[config.mk]
export PLATFORM = sky130hd
export DESIGN_NAME = fifo_sync_param
export DESIGN_NICKNAME = d
export VERILOG_FILES = /design/src/rtl/fifo_pkg.sv /design/src/rtl/fifo_ctrl.sv /design/src/rtl/fifo_sync_param.sv
export SDC_FILE = /design/constraint.sdc
export NUM_CORES = 1
export LEC_CHECK = 0
export ABC_CLOCK_PERIOD_IN_PS = 2900
export BUFFER_PORTS_ARGS = -buffer_cell sky130_fd_sc_hd__buf_2
export CAP_MARGIN = 20
export CELL_PAD_IN_SITES_DETAIL_PLACEMENT = 1
export CELL_PAD_IN_SITES_GLOBAL_PLACEMENT = 1
export CORE_MARGIN = 2
export CORE_UTILIZATION = 47
export CTS_CLUSTER_SIZE = 12
export DETAILED_ROUTE_END_ITERATION = 16
export PLACE_DENSITY_LB_ADDON = 0.1
export SLEW_MARGIN = 30
export SYNTH_ARGS = -nofsm -noshare
export SYNTH_HDL_FRONTEND = slang
export SYNTH_HIERARCHICAL = 1
export SYNTH_SLANG_ARGS = --single-unit
export TNS_END_PERCENT = 50
[constraint.sdc]
create_clock -name clk -period 2.9 [get_ports clk]
set_input_delay 0.58 -clock clk [delete_from_list [all_inputs] [get_ports clk]]
set_output_delay 0.58 -clock clk [all_outputs]
set_load 0.1 [all_outputs]
[src/rtl/fifo_pkg.sv]
// Shared defaults, count-width helper and parameter legality check for the
// parametrised synchronous FIFO.
package fifo_pkg;

  localparam int FIFO_DATA_WIDTH = 8;
  localparam int FIFO_ADDR_WIDTH = 4;
  localparam int FIFO_AF_THRESH  = 14;
  localparam int FIFO_AE_THRESH  = 2;

  typedef enum logic [1:0] {
    OP_NONE = 2'b00,
    OP_PUSH = 2'b01,
    OP_POP  = 2'b10,
    OP_BOTH = 2'b11
  } fifo_op_e;

  // count must hold 0..DEPTH inclusive, hence one bit more than a pointer
  function automatic int fifo_count_width(input int addr_width);
    return addr_width + 32'sd1;
  endfunction

  function automatic bit fifo_params_ok(input int addr_width, input int af_thresh,
                                        input int ae_thresh);
    int depth;
    depth = 32'sd1 << addr_width;
    return (af_thresh >= 32'sd1) && (af_thresh <= depth) &&
           (ae_thresh >= 32'sd0) && (ae_thresh <= depth - 32'sd1);
  endfunction

endpackage

[src/rtl/fifo_ctrl.sv]
// Pointer, occupancy and error-pulse control for fifo_sync_param.
// Optional flush input when FIFO_FLUSH_EN is defined.
module fifo_ctrl
  import fifo_pkg::*;
#(
  parameter int ADDR_WIDTH = FIFO_ADDR_WIDTH,
  parameter int AF_THRESH  = FIFO_AF_THRESH,
  parameter int AE_THRESH  = FIFO_AE_THRESH
) (
  input  logic                  clk,
  input  logic                  rst,
`ifdef FIFO_FLUSH_EN
  input  logic                  flush,
`endif
  input  logic                  wr,
  input  logic                  rd,
  output logic                  wr_en,
  output logic [ADDR_WIDTH-1:0] wr_addr,
  output logic [ADDR_WIDTH-1:0] rd_addr,
  output logic [ADDR_WIDTH:0]   count,
  output logic                  full,
  output logic                  empty,
  output logic                  almost_full,
  output logic                  almost_empty,
  output logic                  overflow,
  output logic                  underflow
);

  localparam int CW    = fifo_count_width(ADDR_WIDTH);
  localparam int DEPTH = 1 << ADDR_WIDTH;
  localparam logic [CW-1:0]         DEPTH_C = CW'(DEPTH);
  localparam logic [CW-1:0]         AF_C    = CW'(AF_THRESH);
  localparam logic [CW-1:0]         AE_C    = CW'(AE_THRESH);
  localparam logic [CW-1:0]         CNT_ONE = CW'(1'b1);
  localparam logic [ADDR_WIDTH-1:0] PTR_ONE = ADDR_WIDTH'(1'b1);

  logic [ADDR_WIDTH-1:0] wr_ptr_r;
  logic [ADDR_WIDTH-1:0] rd_ptr_r;
  logic [CW-1:0]         count_r;
  logic                  overflow_r;
  logic                  underflow_r;
  logic                  push;
  logic                  pop;
  fifo_op_e              op;

  // Flags are decoded from count only, so they can never disagree with it
  assign full         = (count_r == DEPTH_C);
  assign empty        = (count_r == {CW{1'b0}});
  assign almost_full  = (count_r >= AF_C);
  assign almost_empty = (count_r <= AE_C);

  // Accept decisions; a pop on a full FIFO frees the slot the push fills
  always_comb begin
    push = wr && (!full || rd);
    pop  = rd && !empty;
    op   = fifo_op_e'({pop, push});
  end

  // Pointer, count and error-pulse state
  always_ff @(posedge clk) begin
    if (rst) begin
      wr_ptr_r    <= {ADDR_WIDTH{1'b0}};
      rd_ptr_r    <= {ADDR_WIDTH{1'b0}};
      count_r     <= {CW{1'b0}};
      overflow_r  <= 1'b0;
      underflow_r <= 1'b0;
    end
`ifdef FIFO_FLUSH_EN
    else if (flush) begin
      wr_ptr_r    <= {ADDR_WIDTH{1'b0}};
      rd_ptr_r    <= {ADDR_WIDTH{1'b0}};
      count_r     <= {CW{1'b0}};
      overflow_r  <= 1'b0;
      underflow_r <= 1'b0;
    end
`endif
    else begin
      if (push) wr_ptr_r <= wr_ptr_r + PTR_ONE;
      if (pop)  rd_ptr_r <= rd_ptr_r + PTR_ONE;
      case (op)
        OP_PUSH: count_r <= count_r + CNT_ONE;
        OP_POP:  count_r <= count_r - CNT_ONE;
        default: count_r <= count_r;
      endcase
      overflow_r  <= wr && full && !rd;
      underflow_r <= rd && empty;
    end
  end

  assign wr_en     = push;
  assign wr_addr   = wr_ptr_r;
  assign rd_addr   = rd_ptr_r;
  assign count     = count_r;
  assign overflow  = overflow_r;
  assign underflow = underflow_r;

endmodule

[src/rtl/fifo_sync_param.sv]
// Parametrised single-clock first-word-fall-through FIFO.
// Define FIFO_FLUSH_EN to add a synchronous flush input after rst.
module fifo_sync_param
  import fifo_pkg::*;
#(
  parameter int DATA_WIDTH = FIFO_DATA_WIDTH,
  parameter int ADDR_WIDTH = FIFO_ADDR_WIDTH,
  parameter int AF_THRESH  = FIFO_AF_THRESH,
  parameter int AE_THRESH  = FIFO_AE_THRESH
) (
  input  logic                  clk,
  input  logic                  rst,
`ifdef FIFO_FLUSH_EN
  input  logic                  flush,
`endif
  input  logic                  wr,
  input  logic                  rd,
  input  logic [DATA_WIDTH-1:0] w_Data,
  output logic [DATA_WIDTH-1:0] r_Data,
  output logic                  full,
  output logic                  empty,
  output logic                  almost_full,
  output logic                  almost_empty,
  output logic [ADDR_WIDTH:0]   count,
  output logic                  overflow,
  output logic                  underflow
);

  localparam int DEPTH = 1 << ADDR_WIDTH;

  if (!fifo_params_ok(ADDR_WIDTH, AF_THRESH, AE_THRESH)) begin : g_param_check
    $error("fifo_sync_param: AF_THRESH/AE_THRESH out of range for ADDR_WIDTH");
  end

  logic                  wr_en;
  logic [ADDR_WIDTH-1:0] wr_addr;
  logic [ADDR_WIDTH-1:0] rd_addr;
  logic [DATA_WIDTH-1:0] mem [DEPTH];

  fifo_ctrl #(
    .ADDR_WIDTH (ADDR_WIDTH),
    .AF_THRESH  (AF_THRESH),
    .AE_THRESH  (AE_THRESH)
  ) u_ctrl (
    .clk          (clk),
    .rst          (rst),
`ifdef FIFO_FLUSH_EN
    .flush        (flush),
`endif
    .wr           (wr),
    .rd           (rd),
    .wr_en        (wr_en),
    .wr_addr      (wr_addr),
    .rd_addr      (rd_addr),
    .count        (count),
    .full         (full),
    .empty        (empty),
    .almost_full  (almost_full),
    .almost_empty (almost_empty),
    .overflow     (overflow),
    .underflow    (underflow)
  );

  // Storage array; deliberately not reset, contents are qualified by count
  always_ff @(posedge clk) begin
    if (wr_en) mem[wr_addr] <= w_Data;
  end

  assign r_Data = mem[rd_addr];

endmodule

==> out/results.ini <==
[critical_path]
cp_max_fo = 26
crit_path_max_incr_delay_ps = 630
crit_path_top_delay_cell = mux4_1
crit_type = flop to primary output
endpoint_kind = primary output
regToRegStartpoint = u_ctrl/count[0]
required_ps = 2320
arrival_ps = 2210
worst_setup_path_start_kind = flop
r2r_slack_ps = 170
reg2reg_depth = 9
crit_chain = buf_12 -> mux4_1 -> a22oi_1 -> nand2_1 -> buf_6
r2r-end = u_ctrl/count[4]

[min_path]
min-delay-start = wr
whs_path_depth = 2
hold_path_class = input port to flop
worst_hold_path.endpoint = u_ctrl/overflow

[sta]
fin_tns_setup_ps = 0
setup_viol = 0
min_period_over_period_pct = 96.4
finClkSkew_ps = 7.03
postLayoutSetupSlackWorst_ps = 106
relSlewSlack_pct = 67.4
rsz0062_at_grt = true
min_period_ps = 2790
hold_viol = 0
slew_viol_final = 0
worst_pin_slew_ps = 493
timing.fmax_mhz = 358

[power]
power_density_mw_per_mm2 = 960
intPower_mw = 4.30
power.net_switching_mw = 2.30
p_total_mw = 6.60
clkPwrFrac_pct = 30.4
p_seq_share_pct = 36.9
ir_worst_vdd_uv = 935
pwr-share-comb_pct = 32.6
switching_share_pct = 34.8
power.leakage_nw = 2.37

[floorplanning]
start_util_pct = 48.1
ios = 31
die_x_um = 115
core_mm2 = 0.0120
rows = 40
die_h_um = 115
die_area_mm2 = 0.0132

[place]
globalplace.congestion = 0.708
place_ws_ps = 142
port_buffers = 30
dpl.hpwl_um = 7680

[grt]
first_global_vias = 3282
grt_pass1_wl_um = 18600
antenna_found_initial = 0
grt_max_degree = 36
overflow = 0
grt_util_all_layers_pct = 19.8

[clock_network]
postCtsSetupBuffers = 0
clk_latency_ps = 410
cts_tree = built
clock_sinks = 143
clkTransAtPathRegs_ps = 50
hold_buffers = 0
cts-root-buf = clkbuf_16
htree_num_levels = 4
cts_buffer_depth = 2
numCtsBuffers = 17

[logic_synthesis]
synth_top_family_by_area = multiplexers
synth_compound_area_share_pct = 4.03
synth_fp_nets = 325
ys_seq_area_share_pct = 71.7
ys_types = 42
yosysWarnings = 6
netlist_area_mm2 = 0.00578
muxShareOfSynthArea_pct = 13.9
avgSynthCellArea_um2 = 18.9
synth-simple-area-share_pct = 5.50
synthAdderAreaFrac_pct = 1.64
synth_xor_xnor_area_share_pct = 1.06
synth_seq_cells = 143
syn_inst = 306

[routing]
wl_per_cell_um = 22.8
first_pass_iters = 4
route.detailed.drc = 0
avgViaCountPerCell = 5.76
drt_iter0_drc = 158
antenna_left = 0
totalWireLength_um = 11900
vias = 3015

[final_layout]
utilization_pct = 57.2
final_nets = 382
layout-drive-gt1-share_pct = 30.1
area_growth_pct = 18.8
fillers = 1084
antenna_cells = 0

[outcome]
status = complete, no violations

[flow_run]
cap_violations = 0

==> layout make-up <==
class / instances / area, µm² / share of cell area, %
flip-flops and latches: 143 / 4160 / 60.6
clock inverters: 7 / 61.3 / 0.892
clock buffers: 25 / 495 / 7.21
multi-input cells: 144 / 1550 / 22.6
well taps: 147 / 184 / 2.68
inverters: 4 / 15.0 / 0.218
repair buffers: 53 / 404 / 5.88
==> flip-flops by register name, summed over array words and instances, names as in the netlist <==
name / count
u_ctrl/wr_addr: 4
u_ctrl/count: 5
u_ctrl/overflow: 1
u_ctrl/underflow: 1
mem: 128
u_ctrl/rd_addr: 4
==> power by group through the flow <==
stage	clock (mW)	sequential, mW	combinational [mW]
4_1_cts	2.06	2.44	2.15
2_1_floorplan	0	2.69	1.51
5_1_grt	2.14	2.45	2.27
3_3_place_gp	0	2.47	2.11
6_report	2.01	2.44	2.15
3_5_place_dp	0	2.48	2.13
==> worst max-delay path: cells and delay by family (launching register included) <==
kind,cells,cell delay [ps]
compound gates,1,210
buf+inv,2,440
flops,1,340
mux,1,630
simple gates,1,160
==> per-stage QoR <==
stage,std cells,instance area (µm²),hold WS [ps]
after floorplan,306,5820,492
after global placement,491,6290,524
after detailed placement,491,6290,536
after CTS,523,6850,460
after global routing,523,6870,468
final,523,6870,476
==> per-layer routing <==
| metal | share of wire [%] | GRT usage (%) | wire length (µm) |
|---|---|---|---|
| met3 | 4.1 | 4.16 | 493 |
| met4 | 1.4 | 9.00 | 170 |
| met1 | 44 | 25.5 | 5210 |
| met2 | 51 | 32.7 | 6080 |
| met5 | 0 | 0 | 0 |
==> cell usage in the layout, fill, tap and decap left out, types with 3 or more instances in the layout <==
cell type / Yosys / final
a21oi_1: 6 / 5
a22oi_1: 16 / 16
buf_12: 0 / 5
buf_2: 3 / 24
buf_4: 1 / 22
clkbuf_1: 4 / 4
clkbuf_16: 0 / 17
clkbuf_8: 0 / 4
clkinv_2: 0 / 4
dfxtp_1: 15 / 9
dfxtp_4: 0 / 4
edfxtp_1: 128 / 128
ha_1: 6 / 5
inv_1: 4 / 4
mux2i_1: 3 / 3
mux4_1: 14 / 14
mux4_2: 18 / 18
nand2_1: 11 / 11
nand3_1: 4 / 4
nor2_1: 27 / 25
nor3_1: 4 / 4
xor2_1: 6 / 6
==> logic make-up (layout without fill, tap and decap cells) <==
logic type      after synthesis  in the layout
compound gates               31             31
xor+xnor                      7              7
fa+ha+maj                     7              7
buf+inv                      19             89
flops                       143            143
mux                          35             35
simple gates                 64             64
==> synth_stat cells (all sizes together) <==
cell type	instances	area, µm²
or3b	1	8.76
o31ai	2	28.8
nand3	4	20.0
o21ai	2	13.8
a21o	1	7.51
nor2b	1	6.26
and2b	1	7.51
nand2	11	41.3
buf	8	67.6
mux4	32	773
nand3b	2	15.0
or4	2	18.8
nor2	27	101
nor3	4	20.0
clkbuf	4	15.0
mux2i	3	30.0
clkdlybuf4s25	3	30.0
nor4	1	6.26
o311ai	1	8.76
dfxtp	15	300
xnor2	1	8.76
inv	4	15.0
and2	1	6.26
a2111oi	1	8.76
or3	2	12.5
xor2	6	52.6
a22oi	16	120
a21oi	6	30.0
fa	1	20.0
o211ai	2	15.0
nor4b	1	8.76
nor4bb	2	20.0
edfxtp	128	3840
nand2b	2	12.5
ha	6	75.1
and3	2	12.5
==> worst max path at each step <==
| stage | from | end | slack (ps) | cells after the start |
|---|---|---|---|---|
| finish | u_ctrl/rd_addr[0] | r_Data[0] | 110 | 5 |
| global route | u_ctrl/rd_addr[0] | r_Data[0] | -10 | 5 |
| CTS | u_ctrl/rd_addr[0] | r_Data[2] | 30 | 5 |
| detailed placement | u_ctrl/count[0] | u_ctrl/count[4] | 140 | 8 |
| global placement | u_ctrl/count[0] | u_ctrl/count[4] | 220 | 8 |
| floorplan | u_ctrl/count[0] | u_ctrl/count[4] | 10 | 9 |
==> repair_timing <==
item	4_1_cts	5_1_grt
endpoints found under the setup margin	2	4
resized for setup	2	4
gates cloned	0	0
(Power assumes the default switching activity.)
